### src/rtl/result_drain_streamer_pkg.sv
// -----------------------------------------------------------------------------
// result_drain_streamer_pkg
//   Shared definitions for the result-drain path: default geometry of the TPU
//   core result SRAM, drain FSM state encoding, and small sizing helpers.
//   No ports (package).
// -----------------------------------------------------------------------------
package result_drain_streamer_pkg;

    // Geometry defaults shared with the core.
    localparam int PSB                 = 24;   // bits per partial sum
    localparam int DEFAULT_MATRIX_SIZE = 64;   // partial sums per SRAM row
    localparam int DEFAULT_LANES       = 4;    // partial sums per output beat
    localparam int DEFAULT_ADDRESSSIZE = 10;   // result-SRAM address width

    typedef enum logic [2:0] {
        IDLE = 3'd0,
        READ = 3'd1,
        WAIT = 3'd2,
        SEND = 3'd3,
        FIN  = 3'd4
    } drain_state_t;

    // Ceil(log2(value)), never narrower than one bit so a counter always exists.
    function automatic int clog2_min1(input int value);
        int w;
        w = 0;
        for (int i = 0; i < 31; i++) begin
            if ((1 << w) < value) begin
                w = w + 1;
            end
        end
        return (w < 1) ? 1 : w;
    endfunction

    function automatic int beats_of(input int matrix_size, input int lanes);
        return matrix_size / lanes;
    endfunction

    localparam int BEATS = beats_of(DEFAULT_MATRIX_SIZE, DEFAULT_LANES);

endpackage

### src/rtl/result_drain_streamer_if.sv
// -----------------------------------------------------------------------------
// result_drain_streamer_if
//   Valid/ready beat stream from the result drainer toward the host/DMA.
//   out_valid  master->slave  beat valid
//   out_ready  slave->master  sink ready
//   out_data   master->slave  LANES partial sums, element k at [k*PSB +: PSB]
//   out_last   master->slave  final beat of the final row of a drain
// -----------------------------------------------------------------------------
interface result_drain_streamer_if
    import result_drain_streamer_pkg::*;
#(
    parameter int PARTIAL_SUM_BW = PSB,
    parameter int LANES          = DEFAULT_LANES
) ();

    logic                              out_valid;
    logic                              out_ready;
    logic [PARTIAL_SUM_BW*LANES-1:0]   out_data;
    logic                              out_last;

    modport master (
        output out_valid,
        output out_data,
        output out_last,
        input  out_ready
    );

    modport slave (
        input  out_valid,
        input  out_data,
        input  out_last,
        output out_ready
    );

endinterface

### src/rtl/result_drain_streamer_row_serializer.sv
// -----------------------------------------------------------------------------
// result_drain_streamer_row_serializer
//   Loadable wide shift register holding one SRAM row. The low LANES elements
//   are always presented as the current beat; each shift drops them and moves
//   the next group down.
//   clk, rst   clock, synchronous active-high reset (clears row and index)
//   load       capture load_data, restart beat index at 0
//   load_data  full SRAM row, element 0 in the LSBs
//   shift      advance to the next beat
//   beat_data  current beat (low LANES elements of the held row)
//   beat_idx   index of the current beat within the row
// -----------------------------------------------------------------------------
module result_drain_streamer_row_serializer
    import result_drain_streamer_pkg::*;
#(
    parameter int PARTIAL_SUM_BW = PSB,
    parameter int MATRIX_SIZE    = DEFAULT_MATRIX_SIZE,
    parameter int LANES          = DEFAULT_LANES,
    localparam int ROW_W         = PARTIAL_SUM_BW * MATRIX_SIZE,
    localparam int BEAT_W        = PARTIAL_SUM_BW * LANES,
    localparam int NBEATS        = beats_of(MATRIX_SIZE, LANES),
    localparam int BEAT_IDX_W    = clog2_min1(NBEATS)
) (
    input  logic                  clk,
    input  logic                  rst,
    input  logic                  load,
    input  logic [ROW_W-1:0]      load_data,
    input  logic                  shift,
    output logic [BEAT_W-1:0]     beat_data,
    output logic [BEAT_IDX_W-1:0] beat_idx
);

    localparam logic [BEAT_IDX_W-1:0] LAST_BEAT = BEAT_IDX_W'(NBEATS - 1);
    localparam logic [BEAT_IDX_W-1:0] ONE_BEAT  = BEAT_IDX_W'(1);

    logic [ROW_W-1:0]      row_q;
    logic [BEAT_IDX_W-1:0] beat_idx_q;

    always_ff @(posedge clk) begin
        if (rst) begin
            row_q      <= '0;
            beat_idx_q <= '0;
        end else if (load) begin
            row_q      <= load_data;
            beat_idx_q <= '0;
        end else if (shift) begin
            row_q <= row_q >> BEAT_W;
            // Hold on the final beat so the index never wraps inside a row.
            if (beat_idx_q != LAST_BEAT) begin
                beat_idx_q <= beat_idx_q + ONE_BEAT;
            end
        end
    end

    assign beat_data = row_q[BEAT_W-1:0];
    assign beat_idx  = beat_idx_q;

endmodule

### src/rtl/result_drain_streamer.sv
// -----------------------------------------------------------------------------
// result_drain_streamer
//   Drains num_rows rows of the result SRAM starting at base_addr and streams
//   each row out as MATRIX_SIZE/LANES beats of LANES partial sums. Data passes
//   through bit-exact. Owns the SRAM read port while busy.
//   clk, rst    clock, synchronous active-high reset (aborts a drain)
//   start       one-cycle pulse, accepted only in IDLE
//   base_addr   first row address, sampled on the accepted start
//   num_rows    row count, sampled on the accepted start (0 = done only)
//   rd_en       SRAM read strobe (one cycle per row)
//   rd_addr     SRAM read address, base_addr+row wrapping mod 2^ADDRESSSIZE
//   rd_data     SRAM row, valid the cycle after rd_en
//   busy        high from the accepted start until the done cycle
//   done        one-cycle completion pulse
//   stream      beat stream (out_valid/out_ready/out_data/out_last)
// -----------------------------------------------------------------------------
module result_drain_streamer
    import result_drain_streamer_pkg::*;
#(
    parameter int ADDRESSSIZE    = DEFAULT_ADDRESSSIZE,
    parameter int MATRIX_SIZE    = DEFAULT_MATRIX_SIZE,
    parameter int PARTIAL_SUM_BW = PSB,
    parameter int LANES          = DEFAULT_LANES
) (
    input  logic                                   clk,
    input  logic                                   rst,
    input  logic                                   start,
    input  logic [ADDRESSSIZE-1:0]                 base_addr,
    input  logic [ADDRESSSIZE:0]                   num_rows,
    output logic                                   rd_en,
    output logic [ADDRESSSIZE-1:0]                 rd_addr,
    input  logic [PARTIAL_SUM_BW*MATRIX_SIZE-1:0]  rd_data,
    output logic                                   busy,
    output logic                                   done,
    result_drain_streamer_if.master                stream
);

    localparam int NBEATS     = beats_of(MATRIX_SIZE, LANES);
    localparam int BEAT_IDX_W = clog2_min1(NBEATS);
    localparam int BEAT_W     = PARTIAL_SUM_BW * LANES;

    localparam logic [BEAT_IDX_W-1:0] LAST_BEAT = BEAT_IDX_W'(NBEATS - 1);
    localparam logic [ADDRESSSIZE:0]  ONE_ROW   = (ADDRESSSIZE + 1)'(1);

    drain_state_t state, state_nx;

    logic [ADDRESSSIZE-1:0] base_q;
    logic [ADDRESSSIZE:0]   num_q;
    logic [ADDRESSSIZE:0]   row_idx;

    logic                   load;
    logic                   shift;
    logic                   send_vld;
    logic                   beat_is_last;
    logic                   row_last;
    logic [BEAT_W-1:0]      beat_data;
    logic [BEAT_IDX_W-1:0]  beat_idx;

    assign beat_is_last = (beat_idx == LAST_BEAT);
    assign row_last     = (row_idx == num_q - ONE_ROW);
    assign shift        = send_vld & stream.out_ready;

    always_ff @(posedge clk) begin
        if (rst) begin
            state <= IDLE;
        end else begin
            state <= state_nx;
        end
    end

    // Drain parameters are latched once per drain; later changes on the
    // inputs, including re-pulsed starts, are deliberately not observed.
    always_ff @(posedge clk) begin
        if (rst) begin
            base_q  <= '0;
            num_q   <= '0;
            row_idx <= '0;
        end else if (state == IDLE && start) begin
            base_q  <= base_addr;
            num_q   <= num_rows;
            row_idx <= '0;
        end else if (shift && beat_is_last && !row_last) begin
            row_idx <= row_idx + ONE_ROW;
        end
    end

    always_comb begin
        state_nx = state;
        rd_en    = 1'b0;
        load     = 1'b0;
        send_vld = 1'b0;
        done     = 1'b0;
        case (state)
            IDLE: begin
                if (start) begin
                    state_nx = (num_rows != '0) ? READ : FIN;
                end
            end
            READ: begin
                rd_en    = 1'b1;
                state_nx = WAIT;
            end
            WAIT: begin
                // SRAM data is valid this cycle; it lands in the row buffer at the edge.
                load     = 1'b1;
                state_nx = SEND;
            end
            SEND: begin
                send_vld = 1'b1;
                if (stream.out_ready && beat_is_last) begin
                    state_nx = row_last ? FIN : READ;
                end
            end
            FIN: begin
                done     = 1'b1;
                state_nx = IDLE;
            end
            default: begin
                state_nx = IDLE;
            end
        endcase
    end

    // Address adds in ADDRESSSIZE bits so the row index wraps silently.
    assign rd_addr = rd_en ? (base_q + row_idx[ADDRESSSIZE-1:0]) : '0;

    // Busy includes the accepting start cycle, so an empty drain still shows
    // one busy cycle before its done pulse.
    assign busy = (state == IDLE && start && !rst) ||
                  (state == READ) || (state == WAIT) || (state == SEND);

    // Valid and data come only from registered state, never from out_ready.
    assign stream.out_valid = send_vld;
    assign stream.out_data  = send_vld ? beat_data : '0;
    assign stream.out_last  = send_vld & row_last & beat_is_last;

    result_drain_streamer_row_serializer #(
        .PARTIAL_SUM_BW (PARTIAL_SUM_BW),
        .MATRIX_SIZE    (MATRIX_SIZE),
        .LANES          (LANES)
    ) u_row_serializer (
        .clk       (clk),
        .rst       (rst),
        .load      (load),
        .load_data (rd_data),
        .shift     (shift),
        .beat_data (beat_data),
        .beat_idx  (beat_idx)
    );

endmodule

### src/flat_wrapper.sv
// flat-port wrapper written by rule: the top's interface ports become plain ports
module result_drain_streamer_flat import result_drain_streamer_pkg::*;
#(
    parameter int ADDRESSSIZE    = DEFAULT_ADDRESSSIZE,
    parameter int MATRIX_SIZE    = DEFAULT_MATRIX_SIZE,
    parameter int PARTIAL_SUM_BW = PSB,
    parameter int LANES          = DEFAULT_LANES
)
  (clk, rst, start, base_addr, num_rows, rd_en, rd_addr, rd_data, busy, done, stream_out_valid, stream_out_data, stream_out_last, stream_out_ready);
  result_drain_streamer_if #(.PARTIAL_SUM_BW(PARTIAL_SUM_BW), .LANES(LANES)) stream_i ();
  input  logic clk;
  input  logic rst;
  input  logic start;
  input  logic [ADDRESSSIZE-1:0] base_addr;
  input  logic [ADDRESSSIZE:0] num_rows;
  output logic rd_en;
  output logic [ADDRESSSIZE-1:0] rd_addr;
  input  logic [PARTIAL_SUM_BW*MATRIX_SIZE-1:0] rd_data;
  output logic busy;
  output logic done;
  output wire logic [$bits(stream_i.out_valid)-1:0] stream_out_valid;
  output wire logic [$bits(stream_i.out_data)-1:0] stream_out_data;
  output wire logic [$bits(stream_i.out_last)-1:0] stream_out_last;
  input wire logic [$bits(stream_i.out_ready)-1:0] stream_out_ready;
  assign stream_out_valid = stream_i.out_valid;
  assign stream_out_data = stream_i.out_data;
  assign stream_out_last = stream_i.out_last;
  assign stream_i.out_ready = stream_out_ready;
  result_drain_streamer #(.ADDRESSSIZE(ADDRESSSIZE), .MATRIX_SIZE(MATRIX_SIZE), .PARTIAL_SUM_BW(PARTIAL_SUM_BW), .LANES(LANES)) u_core (.clk(clk), .rst(rst), .start(start), .base_addr(base_addr), .num_rows(num_rows), .rd_en(rd_en), .rd_addr(rd_addr), .rd_data(rd_data), .busy(busy), .done(done), .stream(stream_i));
endmodule
### config.mk
export PLATFORM = sky130hd
export DESIGN_NAME = result_drain_streamer_flat
export DESIGN_NICKNAME = d
export VERILOG_FILES = /design/src/rtl/result_drain_streamer_pkg.sv /design/src/rtl/result_drain_streamer_if.sv /design/src/rtl/result_drain_streamer_row_serializer.sv /design/src/rtl/result_drain_streamer.sv /design/src/flat_wrapper.sv
export SDC_FILE = /design/constraint.sdc
export NUM_CORES = 2
export LEC_CHECK = 0
export CAP_MARGIN = 20
export CORE_AREA = 2 2 647 649
export DETAILED_ROUTE_END_ITERATION = 8
export DIE_AREA = 0 0 649 651
export HOLD_SLACK_MARGIN = 0.06
export PLACE_DENSITY = 0.44
export SKIP_CTS_REPAIR_TIMING = 1
export SLEW_MARGIN = 20
export SYNTH_ARGS = -nofsm -noshare
export SYNTH_HDL_FRONTEND = slang
export SYNTH_HIERARCHICAL = 1
export SYNTH_SLANG_ARGS = --single-unit
### constraint.sdc
create_clock -name clk -period 2.46 [get_ports clk]
set_input_delay 0.246 -clock clk [delete_from_list [all_inputs] [get_ports clk]]
set_output_delay 0.246 -clock clk [all_outputs]
set_load 0.01 [all_outputs]
==> reports/results.ini <==
[critical_path]
critPathBufInv=2
path_class=reg -> out
cp_data_required_time_ns=2.21
worstPathArrival_ns=3.10
crit_fanout=2
end_kind=primary output
crit_path_start_kind=flip-flop
cpMaxStageDelayCell=fa_2
cp_top_family=compound AO/OA/AOI/OAI gates
path_cells=ha_4, fa_2, a21o_1, a21oi_2, nor2b_2, o21a_1, o41ai_2, buf_4, xor2_2, nor2_2, buf_2
max_stage_delay_ns=0.34

[routing]
vias_per_cell=4.08
dr.pass1.iters=5
drt-total-wl_microns=395000
routedWlPerCell_microns=24.6
ant_nets=0
num_vias=65516
drc=0
drt_iter0_drc=3409

[power_and_ir_drop]
p_switching_mw=19.3
leakagePower_nw=48.1
powerDensity_mw_per_mm2=570
p_int_mw=52.3
comb_power_share_pct=18.3
p_seq_share_pct=39.7
swShare_pct=26.9
peakVddDrop_v=0.000562
design_power_total_mw=71.6
p_clk_share_pct=42.0

[floorplanning]
die_width_microns=649
dieArea_sq_mm=0.422
initial_core_util_pct=18.5
die_h_microns=651
num_io_pins=1672
core.rowCount=237
coreArea_sq_mm=0.415

[synth]
syn_inst=7182
syn_nets=8756
ys_types=58
ys.flop_type=dfxtp_1
yosysTopAreaCell=dfxtp_1
synth.cell_area_sq_mm=0.0768
synth_edf_count=0
netlist_top_cells_area=dfxtp_1, mux2i_1, mux2_2
ys_async_sr_fraction_pct=0
ys_seq_area_share_pct=41.1
yosysMostFrequentCell=dfxtp_1
synth-seq-cells=1575
yosys-top-cells-count=dfxtp_1, nor2_1, mux2i_1
yosys.area.top_type_share_pct=41.1
syn_avg_cell_area_sq_um=10.7
yosys_warnings=6

[run_status]
violations=negative setup slack
status=finished with violations

[timing]
fin_setup_tns_ns=-34.39
hold_ws_ns=0.0646
relSlewSlack_pct=43.7
period_needed_ns=3.35
drv_slew=0
grt_setup_unrepaired=yes
clock_skew_ns=0.0631
fin_ws_ns=-0.888
max_freq_mhz=299
hold_viol_final=0
tightest_slew_ns=0.844
min_period_over_period_pct=136
setup_viol=185

[global_routing]
grt_pass1_vias=60720
antenna_found_initial=222
grt_pass1_wl_microns=501000
grt-ovfl-total=0
grt.total_usage_pct=16.9
grt_start_max_net_pins=143

[place]
place_congestion=0.867
dp_hpwl_microns=302000
post_dp_cell_area_sq_mm=0.101
port_buffers=1671
place_inst=14019

[finish]
nets=11873
stdcell_count=16075
drive_gt1_share_pct=23.4
syn_to_final_growth_pct=63.5
fin_area_sq_mm=0.126

[clocking]
cts_buffers=204
clkTransAtPathRegs_ns=0.06
cts_tree=built
cts.sinks=1575
clk_latency_ns=0.90
cts.htree.levels=4
clock-root-buffer=clkbuf_16
clk_path_buf_depth=4

[min_path]
hp-class=in -> reg

[run]
maxCapViolCount=0

[final cells by class]
cell class | instances | area (sq um)
antenna | 120 | 300
fill | 42834 | 290000
inverter | 6 | 25.0
clock buffer | 303 | 5950
timing repair buffer | 3552 | 37900
sequential | 1575 | 31500
multi-input combinational | 4960 | 42400
tap | 5497 | 6880
clock inverter | 62 | 607
[kinds of logic (layout without fill, tap and decap cells)]
logic type	count (synthesis)	after routing	share of synthesized area, %
other	0	120	0
muxes	2882	2882	42.4
adders and majority gates	13	13	0.222
AOI/OAI and AO/OA	169	169	1.23
buffers and inverters	648	3923	4.70
DFF	1575	1575	41.1
xor gates and xnor gates	20	20	0.228
and+or+nand+nor	1875	1876	10.2
[registers in the layout, indices dropped and copies added (netlist names)]
signal	count
u_core/base_q	10
u_core/num_q	11
u_core/row_idx	11
u_core/state	3
u_core/u_row_serializer/beat_idx	4
u_core/u_row_serializer/row_q	1536
[per-layer routing]
layer,track usage (%),vias to the layer above,part of all wire (%)
li1,-,31111,-
met1,19.3,31739,42
met2,29.7,1934,49
met3,5.50,622,5.6
met4,5.05,110,2.7
met5,0,-,0.17
[power by group through the flow]
stage	clock, mW	sequential [mW]	combinational, mW
after floorplan	0	28.0	6.00
after global placement	0	29.1	10.1
after detailed placement	0	29.1	10.3
after CTS	31.2	28.5	10.4
after global routing	32.1	28.6	13.9
final	30.1	28.5	13.1
[path summary, 6_finish.rpt]
| check | to | from | cells past startpoint | slack [ns] |
|---|---|---|---|---|
| worst max-delay path | rd_addr[8] | u_core/base_q[0]$_SDFFE_PP0P_ | 11 | -0.89 |
| worst min-delay path | u_core/u_row_serializer/row_q[1444]$_SDFFE_PP0P_ | rd_data[1444] | 3 | 0.06 |
| worst max register to register | u_core/row_idx[9]$_SDFFE_PP0P_ | u_core/state[2]$_SDFFE_PP0P_ | 10 | -0.07 |
| worst min register to register | u_core/base_q[5]$_SDFFE_PP0P_ | u_core/base_q[5]$_SDFFE_PP0P_ | 2 | 0.47 |
[metrics by stage]
stage          setup WS [ns]  utilization [%]
4_1_cts                -1.78             25.9
3_3_place_gp          -0.800             24.3
3_5_place_dp          -0.691             24.3
6_report              -0.888             30.2
2_1_floorplan         0.0345                -
5_1_grt                -1.08             30.2
[layout by cell type, fill, tap and decap left out, types with 7 or more instances in the layout]
master	instances
buf_6	77
buf_12	153
diode_2	120
buf_4	227
mux2_2	856
dlygate4sd3_1	1409
ha_1	10
mux2i_1	1441
nand2_1	63
clkdlybuf4s50_1	1559
clkbuf_16	257
nor3b_1	98
clkbuf_1	53
nor2_1	1551
dfxtp_1	1569
mux2_4	584
xnor2_1	9
buf_16	28
and2_4	74
and2_1	27
clkbuf_2	11
xor2_1	9
a21oi_1	128
or3_1	7
buf_8	16
dlymetal6s2s_1	8
clkinv_2	36
clkbuf_8	45
buf_2	12
inv_6	7
bufinv_16	7
[worst register-to-register path, cell delays in order (launching register included)]
cell and delay [ns]:
dfxtp_4 0.34, and3b_4 0.38, buf_12 0.17, buf_16 0.23, buf_8 0.16, and3_4 0.25
nand4_1 0.14, nor2_2 0.19, o31ai_4 0.13, or3_1 0.33, a21oi_1 0.14
Power figures use the tool's default switching activity.
